File: src/rtl/duel_screen_controller_if.sv
// Command/event and display-select bundle between the game front end and the screen sequencer.
// Pure wiring: no latency of its own.
// No backpressure: inputs are one-cycle strobes, outputs are level selects held until the next frame.
interface duel_screen_controller_if;
  logic [31:0] ir_in;
  logic        ir_valid_in;
  logic        nf_in;
  logic        player_hit_in;
  logic        opponent_hit_in;
  logic [2:0]  state_out;
  logic        start_display_out;
  logic        play_active_out;
  logic [1:0]  countdown_out;
  logic        hit_flash_out;
  logic [3:0]  player_score_out;
  logic [3:0]  opponent_score_out;
  logic [1:0]  winner_out;

  // Front end: drives commands, frame pulses and hits; observes the selects
  modport master (
    output ir_in, ir_valid_in, nf_in, player_hit_in, opponent_hit_in,
    input  state_out, start_display_out, play_active_out, countdown_out,
           hit_flash_out, player_score_out, opponent_score_out, winner_out
  );

  // Sequencer: consumes commands and events, drives the display selects
  modport slave (
    input  ir_in, ir_valid_in, nf_in, player_hit_in, opponent_hit_in,
    output state_out, start_display_out, play_active_out, countdown_out,
           hit_flash_out, player_score_out, opponent_score_out, winner_out
  );
endinterface

File: src/rtl/duel_screen_controller.sv
// Duel match sequencer: MENU -> COUNTDOWN -> PLAY -> POINT -> GAMEOVER, score keeping, display selects.
// Latency: visible outputs update on the clock edge that samples nf_in; events are latched until then.
// No backpressure: events between frames are collapsed into pending flags, cleared on every frame.
module duel_screen_controller #(
  parameter logic [31:0] START_CODE   = 32'h20DF_5BA4,
  parameter logic [31:0] MENU_CODE    = 32'h20DF_5AA5,
  parameter int          COUNT_FRAMES = 60,
  parameter int          POINT_FRAMES = 90,
  parameter int          WIN_SCORE    = 5
) (
  input logic               clk_in,
  input logic               rst_in,
  duel_screen_controller_if.slave bus
);

  localparam int MAXF = (COUNT_FRAMES > POINT_FRAMES) ? COUNT_FRAMES : POINT_FRAMES;
  localparam int CW   = (MAXF > 1) ? $clog2(MAXF) : 1;

  typedef enum logic [2:0] {
    S_MENU  = 3'd0,
    S_COUNT = 3'd1,
    S_PLAY  = 3'd2,
    S_POINT = 3'd3,
    S_OVER  = 3'd4
  } state_e;

  state_e        state_q, state_d;
  logic [1:0]    cd_q, cd_d;
  logic [CW-1:0] cnt_q, cnt_d;
  logic [3:0]    ps_q, ps_d, os_q, os_d;
  logic [1:0]    win_q, win_d;
  logic          start_q, play_q, flash_q;
  logic          pend_start_q, pend_start_d, pend_menu_q, pend_menu_d;
  logic          pend_ph_q, pend_ph_d, pend_oh_q, pend_oh_d;
  logic [3:0]    ps_inc, os_inc;

  // Event capture: a frame pulse clears all flags, events in that same cycle land for the next frame
  always_comb begin
    pend_start_d = bus.nf_in ? 1'b0 : pend_start_q;
    pend_menu_d  = bus.nf_in ? 1'b0 : pend_menu_q;
    pend_ph_d    = bus.nf_in ? 1'b0 : pend_ph_q;
    pend_oh_d    = bus.nf_in ? 1'b0 : pend_oh_q;
    if (bus.ir_valid_in && bus.ir_in == START_CODE) begin
      pend_start_d = 1'b1;
      pend_menu_d  = 1'b0;
    end else if (bus.ir_valid_in && bus.ir_in == MENU_CODE) begin
      pend_menu_d  = 1'b1;
      pend_start_d = 1'b0;
    end
    if (state_q == S_PLAY) begin
      if (bus.player_hit_in)   pend_ph_d = 1'b1;
      if (bus.opponent_hit_in) pend_oh_d = 1'b1;
    end
  end

  assign ps_inc = (ps_q == 4'd15) ? ps_q : ps_q + 4'd1;
  assign os_inc = (os_q == 4'd15) ? os_q : os_q + 4'd1;

  // Match transitions, evaluated only on a frame pulse so nothing changes mid-frame
  always_comb begin
    state_d = state_q;
    cd_d    = cd_q;
    cnt_d   = cnt_q;
    ps_d    = ps_q;
    os_d    = os_q;
    win_d   = win_q;
    if (bus.nf_in) begin
      if (pend_menu_q) begin
        state_d = S_MENU;
        cd_d    = 2'd0;
        cnt_d   = '0;
        ps_d    = 4'd0;
        os_d    = 4'd0;
        win_d   = 2'd0;
      end else if (pend_start_q && (state_q == S_MENU || state_q == S_OVER)) begin
        state_d = S_COUNT;
        cd_d    = 2'd3;
        cnt_d   = '0;
        ps_d    = 4'd0;
        os_d    = 4'd0;
        win_d   = 2'd0;
      end else begin
        case (state_q)
          S_PLAY: begin
            if (pend_ph_q && pend_oh_q) begin
              // Double hit: nobody scores, but the exchange still freezes
              state_d = S_POINT;
              cnt_d   = '0;
            end else if (pend_ph_q) begin
              ps_d = ps_inc;
              if (ps_inc >= 4'(WIN_SCORE)) begin
                state_d = S_OVER;
                win_d   = 2'd1;
              end else begin
                state_d = S_POINT;
                cnt_d   = '0;
              end
            end else if (pend_oh_q) begin
              os_d = os_inc;
              if (os_inc >= 4'(WIN_SCORE)) begin
                state_d = S_OVER;
                win_d   = 2'd2;
              end else begin
                state_d = S_POINT;
                cnt_d   = '0;
              end
            end
          end
          S_COUNT: begin
            if (cnt_q == CW'(COUNT_FRAMES - 1)) begin
              cnt_d = '0;
              if (cd_q == 2'd1) begin
                state_d = S_PLAY;
                cd_d    = 2'd0;
              end else begin
                cd_d = cd_q - 2'd1;
              end
            end else begin
              cnt_d = cnt_q + CW'(1);
            end
          end
          S_POINT: begin
            if (cnt_q == CW'(POINT_FRAMES - 1)) begin
              state_d = S_COUNT;
              cd_d    = 2'd3;
              cnt_d   = '0;
            end else begin
              cnt_d = cnt_q + CW'(1);
            end
          end
          default: ;
        endcase
      end
    end
  end

  // State, score and select registers; derived selects follow the next state so they never lag
  always_ff @(posedge clk_in) begin
    if (rst_in) begin
      state_q      <= S_MENU;
      cd_q         <= 2'd0;
      cnt_q        <= '0;
      ps_q         <= 4'd0;
      os_q         <= 4'd0;
      win_q        <= 2'd0;
      start_q      <= 1'b1;
      play_q       <= 1'b0;
      flash_q      <= 1'b0;
      pend_start_q <= 1'b0;
      pend_menu_q  <= 1'b0;
      pend_ph_q    <= 1'b0;
      pend_oh_q    <= 1'b0;
    end else begin
      state_q      <= state_d;
      cd_q         <= cd_d;
      cnt_q        <= cnt_d;
      ps_q         <= ps_d;
      os_q         <= os_d;
      win_q        <= win_d;
      start_q      <= (state_d == S_MENU);
      play_q       <= (state_d == S_PLAY);
      flash_q      <= (state_d == S_POINT);
      pend_start_q <= pend_start_d;
      pend_menu_q  <= pend_menu_d;
      pend_ph_q    <= pend_ph_d;
      pend_oh_q    <= pend_oh_d;
    end
  end

  assign bus.state_out          = state_q;
  assign bus.start_display_out  = start_q;
  assign bus.play_active_out    = play_q;
  assign bus.countdown_out      = cd_q;
  assign bus.hit_flash_out      = flash_q;
  assign bus.player_score_out   = ps_q;
  assign bus.opponent_score_out = os_q;
  assign bus.winner_out         = win_q;

endmodule

File: src/flat_wrapper.sv
// flat-port wrapper written by rule: the top's interface ports become plain ports
module duel_screen_controller_flat 
#(
  parameter logic [31:0] START_CODE   = 32'h20DF_5BA4,
  parameter logic [31:0] MENU_CODE    = 32'h20DF_5AA5,
  parameter int          COUNT_FRAMES = 60,
  parameter int          POINT_FRAMES = 90,
  parameter int          WIN_SCORE    = 5
)
  (clk_in, rst_in, bus_ir_in, bus_ir_valid_in, bus_nf_in, bus_player_hit_in, bus_opponent_hit_in, bus_state_out, bus_start_display_out, bus_play_active_out, bus_countdown_out, bus_hit_flash_out, bus_player_score_out, bus_opponent_score_out, bus_winner_out);
  duel_screen_controller_if bus_i ();
  input logic clk_in;
  input logic rst_in;
  input wire logic [$bits(bus_i.ir_in)-1:0] bus_ir_in;
  input wire logic [$bits(bus_i.ir_valid_in)-1:0] bus_ir_valid_in;
  input wire logic [$bits(bus_i.nf_in)-1:0] bus_nf_in;
  input wire logic [$bits(bus_i.player_hit_in)-1:0] bus_player_hit_in;
  input wire logic [$bits(bus_i.opponent_hit_in)-1:0] bus_opponent_hit_in;
  output wire logic [$bits(bus_i.state_out)-1:0] bus_state_out;
  output wire logic [$bits(bus_i.start_display_out)-1:0] bus_start_display_out;
  output wire logic [$bits(bus_i.play_active_out)-1:0] bus_play_active_out;
  output wire logic [$bits(bus_i.countdown_out)-1:0] bus_countdown_out;
  output wire logic [$bits(bus_i.hit_flash_out)-1:0] bus_hit_flash_out;
  output wire logic [$bits(bus_i.player_score_out)-1:0] bus_player_score_out;
  output wire logic [$bits(bus_i.opponent_score_out)-1:0] bus_opponent_score_out;
  output wire logic [$bits(bus_i.winner_out)-1:0] bus_winner_out;
  assign bus_i.ir_in = bus_ir_in;
  assign bus_i.ir_valid_in = bus_ir_valid_in;
  assign bus_i.nf_in = bus_nf_in;
  assign bus_i.player_hit_in = bus_player_hit_in;
  assign bus_i.opponent_hit_in = bus_opponent_hit_in;
  assign bus_state_out = bus_i.state_out;
  assign bus_start_display_out = bus_i.start_display_out;
  assign bus_play_active_out = bus_i.play_active_out;
  assign bus_countdown_out = bus_i.countdown_out;
  assign bus_hit_flash_out = bus_i.hit_flash_out;
  assign bus_player_score_out = bus_i.player_score_out;
  assign bus_opponent_score_out = bus_i.opponent_score_out;
  assign bus_winner_out = bus_i.winner_out;
  duel_screen_controller #(.START_CODE(START_CODE), .MENU_CODE(MENU_CODE), .COUNT_FRAMES(COUNT_FRAMES), .POINT_FRAMES(POINT_FRAMES), .WIN_SCORE(WIN_SCORE)) u_core (.clk_in(clk_in), .rst_in(rst_in), .bus(bus_i));
endmodule
File: config.mk
export PLATFORM = sky130hd
export DESIGN_NAME = duel_screen_controller_flat
export DESIGN_NICKNAME = d
export VERILOG_FILES = /design/src/rtl/duel_screen_controller_if.sv /design/src/rtl/duel_screen_controller.sv /design/src/flat_wrapper.sv
export SDC_FILE = /design/constraint.sdc
export NUM_CORES = 1
export LEC_CHECK = 0
export BUFFER_PORTS_ARGS = -buffer_cell sky130_fd_sc_hd__buf_2
export CORE_ASPECT_RATIO = 0.9
export CORE_UTILIZATION = 56
export DETAILED_ROUTE_END_ITERATION = 12
export GPL_ROUTABILITY_DRIVEN = 0
export GPL_TIMING_DRIVEN = 0
export PLACE_DENSITY = 0.89
export SYNTH_ARGS = -nofsm -noshare
export SYNTH_HDL_FRONTEND = slang
export SYNTH_SLANG_ARGS = --single-unit
File: constraint.sdc
create_clock -name clk_in -period 6.6 [get_ports clk_in]
set_input_delay 0.66 -clock clk_in [delete_from_list [all_inputs] [get_ports clk_in]]
set_output_delay 0.66 -clock clk_in [all_outputs]
set_load 0.1 [all_outputs]
==> results.yml, run 1 <==
status:
  outcome: "finished clean"
logic_synthesis:
  synth_area_um2: 1940
  yosysUniqueCellTypes: 59
  synth_ff_type: "dfxtp_1"
  synth_edf_count: 0
  ys_ff_latch: 29
  syn_nets: 278
  syn_inst: 235
  yosysWarnings: 0
  synth.avg_cell_area_um2: 8.24
  synthArstFlopShare_pct: 0
  ys_seq_area_share_pct: 30.0
global_routing:
  grt_usage_pct: 27.1
  antenna_found_initial: 0
  grt_overflow: 0
  grt_pass1_vias: 1844
  grt_max_degree: 11
  grt_pass1_wl_um: 7770
setup_path:
  rr_startpoint: "u_core.bus.player_score_out[0]"
  reg2reg_depth: 6
  cp.required_ns: 6.74
  cp-end-kind: "register"
  cp_slowest_cell: "o31ai_1"
  cp-endpoint: "u_core.cnt_q[4]"
  cp.depth: 6
  timing.reg2reg.setup_slack_ns: 4.19
  cp_num_buf_inv: 0
  cp.arrival_ns: 2.55
  cp-start-kind: "register"
  path_max_fanout: 7
  crit_type: "register to register"
  reg2reg_to: "u_core.cnt_q[4]"
  startpoint: "u_core.bus.player_score_out[0]"
  crit_chain: "ha_1 -> or4_4 -> o21ai_2 -> o31ai_4 -> o31ai_1 -> a21oi_1"
  max_stage_delay_ns: 0.65
  path_delay_family: "compound AO/OA/AOI/OAI gates"
floorplan:
  ios: 56
  die-area_um2: 3700
  die_h_um: 57.8
  start_util_pct: 61.2
  rows: 19
  fp.dieW_um: 64.0
  core_area_um2: 3160
routing:
  antenna_left: 0
  vias: 2020
  drt_iter0_drc: 172
  wl_per_cell_um: 13.4
  drt-total-wl_um: 4560
  route.detailed.drc: 0
  firstDrtPassIters: 5
  viasPerCell: 5.96
layout:
  syn2layout_area_growth_pct: 22.7
  fin_nets: 339
  antenna_cells: 0
  drive_above_1_share_pct: 30.6
timing:
  period_minus_slack_ns: 2.41
  fin_setup_tns_ns: 0
  final-hold-violation-count: 0
  rsz0062_at_grt: "no"
  worstMarginPinSlew_ns: 0.716
  fmax_mhz: 415
  maxSlewViolCount: 0
  finalClockSkew_ns: 0.00337
  fin_crit_sh_pct: 36.5
  setup_viol_count_final: 0
  maxSlewHeadroom_pct: 51.8
clock_network:
  clk_latency_ns: 0.28
  cts_setup_buffers: 0
  numCtsBuffers: 5
  root_buffer: "clkbuf_8"
  path_clk_slew_ns: 0.06
  cts_sinks: 29
  tritoncts: "done"
  cts_resized: 0
  htreeDepth: 2
  postCtsHoldBufs: 0
  cts_buffer_depth: 2
pwr:
  powerDensity_nw_per_um2: 161
  worst_ir_drop_vdd_uv: 179
  fin_total_pwr_mw: 0.384
  power.leakage_nw: 0.898
run:
  max_cap_violations: 0
min_path:
  hp-class: "register to register"
placed_design:
  numPortBuffers: 54
  detailed_place_hpwl_um: 3400
logic make-up after synthesis:
| logic type | synth area share [%] |
|---|---|
| flip-flops | 30.0 |
| adder cells (fa/ha/maj) | 3.23 |
| AND/OR/NAND/NOR | 32.5 |
| AO/OA/AOI/OAI | 29.2 |
| buffers and inverters | 5.11 |
registers in the layout, indices dropped and copies added, names as in the netlist:
register and count:
u_core.bus.hit_flash_out 1, u_core.bus.countdown_out 2, u_core.cnt_q 7, u_core.bus.opponent_score_out 4, u_core.bus.player_score_out 4, u_core.bus.state_out 3
u_core.bus.play_active_out 1, u_core.bus.start_display_out 1, u_core.pend_menu_q 1, u_core.pend_start_q 1, u_core.pend_oh_q 1, u_core.pend_ph_q 1
u_core.bus.winner_out 2
cell usage after synthesis, types with 3 or more instances:
cell type / instances / share of area (%)
a21oi_1: 26 / 6.7
a22oi_1: 3 / 1.2
buf_2: 4 / 1.0
clkbuf_1: 3 / 0.58
dfxtp_1: 29 / 30
ha_1: 5 / 3.2
inv_1: 12 / 2.3
nand2_1: 15 / 2.9
nand2_2: 3 / 0.97
nand2b_1: 9 / 2.9
nand3_1: 5 / 1.3
nand4_1: 5 / 1.6
nor2_1: 17 / 3.3
nor2b_1: 6 / 1.9
nor3_1: 6 / 1.6
nor4b_1: 4 / 1.8
o21ai_0: 10 / 2.6
o31ai_1: 7 / 2.7
or2_2: 3 / 0.97
or3_1: 8 / 2.6
or4_1: 4 / 1.6
report_power, final:
group	internal, mW	total, mW	switching, mW
clock network	0.123	0.191	0.0678
registers	0.175	0.175	0.00000000000956
logic	0.00951	0.0178	0.00828
total	0.307	0.384	0.0761
stage by stage:
step / setup WS (ns) / area (um^2) / hold WS (ns) / instances / util (%)
2_1_floorplan: 3.75 / 1940 / 0.445 / 235 / -
3_3_place_gp: 4.09 / 2260 / 0.462 / 331 / 71.4
3_5_place_dp: 4.12 / 2260 / 0.468 / 331 / 71.4
4_1_cts: 4.21 / 2370 / 0.477 / 339 / 75.1
5_1_grt: 4.02 / 2370 / 0.497 / 339 / 75.1
6_report: 4.19 / 2370 / 0.472 / 339 / 75.1
cell type report:
type / count / area [um^2]
well taps: 42 / 52.6
repair buffers: 54 / 270
clock buffers: 7 / 86.3
inverters: 12 / 45.0
flip-flops and latches: 29 / 581
fillers: 227 / 787
plain buffers: 10 / 53.8
multi-input cells: 184 / 1260
clock inverters: 1 / 30.0
worst min-delay path, cell delays in order (launching register included):
cell and delay [ns]:
dfxtp_1 0.32, nand2_1 0.06, a21oi_1 0.05
placed cells by master (no fill, tap or decap), types with 5 or more instances in the layout:
cell	instances
a21oi_1	26
buf_2	58
clkbuf_8	6
dfxtp_1	29
ha_1	5
inv_1	12
nand2_1	15
nand2b_1	9
nand3_1	5
nand4_1	5
nor2_1	17
nor2b_1	6
nor3_1	6
o21ai_0	10
o31ai_1	7
or3_1	8
routing by layer:
metal / vias to the layer above / wire length (um) / part of all wire (%) / GRT usage (%)
met5: - / 0 / 0 / 0
met4: 0 / 60 / 1.3 / 9.42
met3: 9 / 395 / 8.7 / 7.28
met2: 105 / 2010 / 44 / 42.7
met1: 899 / 2090 / 46 / 36.0
li1: 1007 / - / - / -
worst min-delay path by stage:
| stage | start | to | slack (ns) | depth (start not counted) |
|---|---|---|---|---|
| CTS | u_core.bus.countdown_out[1] | u_core.bus.countdown_out[1] | 0.48 | 2 |
| global placement | u_core.bus.countdown_out[1] | u_core.bus.countdown_out[1] | 0.46 | 2 |
| global route | u_core.bus.countdown_out[1] | u_core.bus.countdown_out[1] | 0.50 | 2 |
| detailed placement | u_core.bus.countdown_out[1] | u_core.bus.countdown_out[1] | 0.47 | 2 |
| finish | u_core.bus.countdown_out[1] | u_core.bus.countdown_out[1] | 0.47 | 2 |
| floorplan | u_core.cnt_q[5] | u_core.cnt_q[5] | 0.44 | 2 |
Note: power is estimated with default switching activity, not from simulation.
==> inputs of run 2 (changes only) <==
CORE_UTILIZATION = 52   (was 56)
PLACE_DENSITY = 0.84   (was 0.89)
clock period = 2.5 ns   (was 6.6 ns; I/O delays follow)
==> run 2 against run 1 <==
Clock skew increased by 0.0025 ns. Total power increased by 130%. Die area increased by 7.4%. Maximum frequency decreased by 1.4%. Final area decreased by 1.0%. Global-route usage increased by 0.097 points. Utilization decreased by 7.0 points.
==> results.yml, run 2 (same netlist as run 1, synthesis figures left out) <==
layout:
  syn2layout_area_growth_pct: 21.5
  largest_register_ff_count: 7
  antenna_cells: 0
  final_common_cell: "buf_2"
  layout_common_cells: "buf_2 (58), a21oi_1 (26), dfxtp_1 (21)"
  drive_above_1_share_pct: 32.7
  fin_nets: 339
  n_fill_cell: 302
  regMostFlops: "u_core.cnt_q"
timing:
  fin_setup_tns_ns: 0
  finalClockSkew_ns: 0.00583
  worstMarginPinSlew_ns: 0.815
  period_minus_slack_ns: 2.45
  maxSlewViolCount: 0
  setup_viol_count_final: 0
  fmax_mhz: 409
  final-hold-violation-count: 0
  fin_crit_sh_pct: 97.8
  timing.hold.ws_ns: 0.202
  timing.final.ws_setup_ns: 0.0547
  maxSlewHeadroom_pct: 45.2
  rsz0062_at_grt: "no"
min_path:
  hp-class: "input port to register"
  hp-start: "bus_opponent_hit_in"
setup_path:
  crit_type: "register to register"
  startpoint: "u_core.bus.player_score_out[0]"
  path_max_fanout: 7
  cp-end-kind: "register"
  cp-start-kind: "register"
  cp.arrival_ns: 2.58
  cp.required_ns: 2.63
  rr_startpoint: "u_core.bus.player_score_out[0]"
floorplan:
  rows: 20
  core_area_um2: 3450
  die-area_um2: 3970
  start_util_pct: 56.1
  fp.dieW_um: 66.3
  die_h_um: 59.9
  ios: 56
global_routing:
  grt_pass1_wl_um: 8130
  antenna_found_initial: 0
  grt_pass1_vias: 1860
  grt_max_degree: 11
  grt_overflow: 0
  grt_usage_pct: 27.2
pwr:
  worst_ir_drop_vdd_uv: 223
  power.leakage_nw: 0.884
  powerDensity_nw_per_um2: 376
placed_design:
  numPortBuffers: 54
  detailed_place_hpwl_um: 3570
  pre_cts_slack_ns: 0.140
routing:
  wl_per_cell_um: 14.3
  firstDrtPassIters: 5
  drt_iter0_drc: 127
  viasPerCell: 6.01
  drt-total-wl_um: 4880
  vias: 2050
  antenna_left: 0
  route.detailed.drc: 0
clock_network:
  htreeDepth: 2
  tritoncts: "done"
  postCtsHoldBufs: 0
  clk_latency_ns: 0.29
  cts_setup_buffers: 0
  cts_resized: 0
  path_clk_slew_ns: 0.06
  numCtsBuffers: 5
  root_buffer: "clkbuf_8"
  cts_sinks: 29
  cts_buffer_depth: 2
run:
  max_cap_violations: 0
status:
  outcome: "finished clean"
-- run 2: cell types whose count changed in the layout (fill, tap and decap cells not counted), sizes merged --
cell / change
bufinv: -1
clkbuf: +1
-- run 2: report_power, final --
| part | switching [mW] | total, mW | internal (mW) | leakage (nW) |
|---|---|---|---|---|
| Sequential | 0.0000000000256 | 0.462 | 0.462 | 0.238 |
| Combinational | 0.0231 | 0.0483 | 0.0251 | 0.607 |
| Clock | 0.177 | 0.375 | 0.197 | 0.0395 |
| Total | 0.200 | 0.885 | 0.684 | 0.884 |
-- run 2: cell type report --
cell class	instances	area (um^2)	share of cell area, %
buffer	10	53.8	2.29
tap	44	55.1	2.34
multi-input combinational	184	1260	53.4
timing repair buffer	54	270	11.5
sequential	29	591	25.1
inverter	12	45.0	1.92
clock buffer	8	80.1	3.41
-- run 2: final timing paths --
check / endpoint / cells after the start / slack [ns]
worst max-delay path: u_core.cnt_q[2] / 6 / 0.05
worst min-delay path: u_core.pend_oh_q / 3 / 0.20
worst max register to register: u_core.cnt_q[2] / 6 / 0.05
worst min register to register: u_core.bus.countdown_out[1] / 2 / 0.48
-- run 2: worst max-delay path: stages, from the launching register on --
cell	delay, ns
dfxtp_2	0.35
ha_1	0.34
or4_4	0.54
o21ai_2	0.11
o31ai_4	0.13
o31ai_1	0.72
a21oi_1	0.09
-- run 2: metrics by stage --
| step | utilization [%] | cells | area, um^2 | power, mW |
|---|---|---|---|---|
| after global placement | 65.8 | 333 | 2270 | 0.519 |
| after global routing | 68.1 | 341 | 2350 | 0.911 |
| after detailed placement | 65.8 | 333 | 2270 | 0.520 |
| after CTS | 68.1 | 341 | 2350 | 0.885 |
| after floorplan | - | 235 | 1950 | 0.487 |
| final | 68.1 | 341 | 2350 | 0.885 |
-- run 2: routing by layer --
metal / up-vias / global-route usage, % / wire length (um)
met5: - / 0 / 0
met4: 0 / 7.60 / 74
met3: 7 / 6.87 / 333
met2: 92 / 48.1 / 2300
met1: 939 / 32.8 / 2170
li1: 1012 / - / -
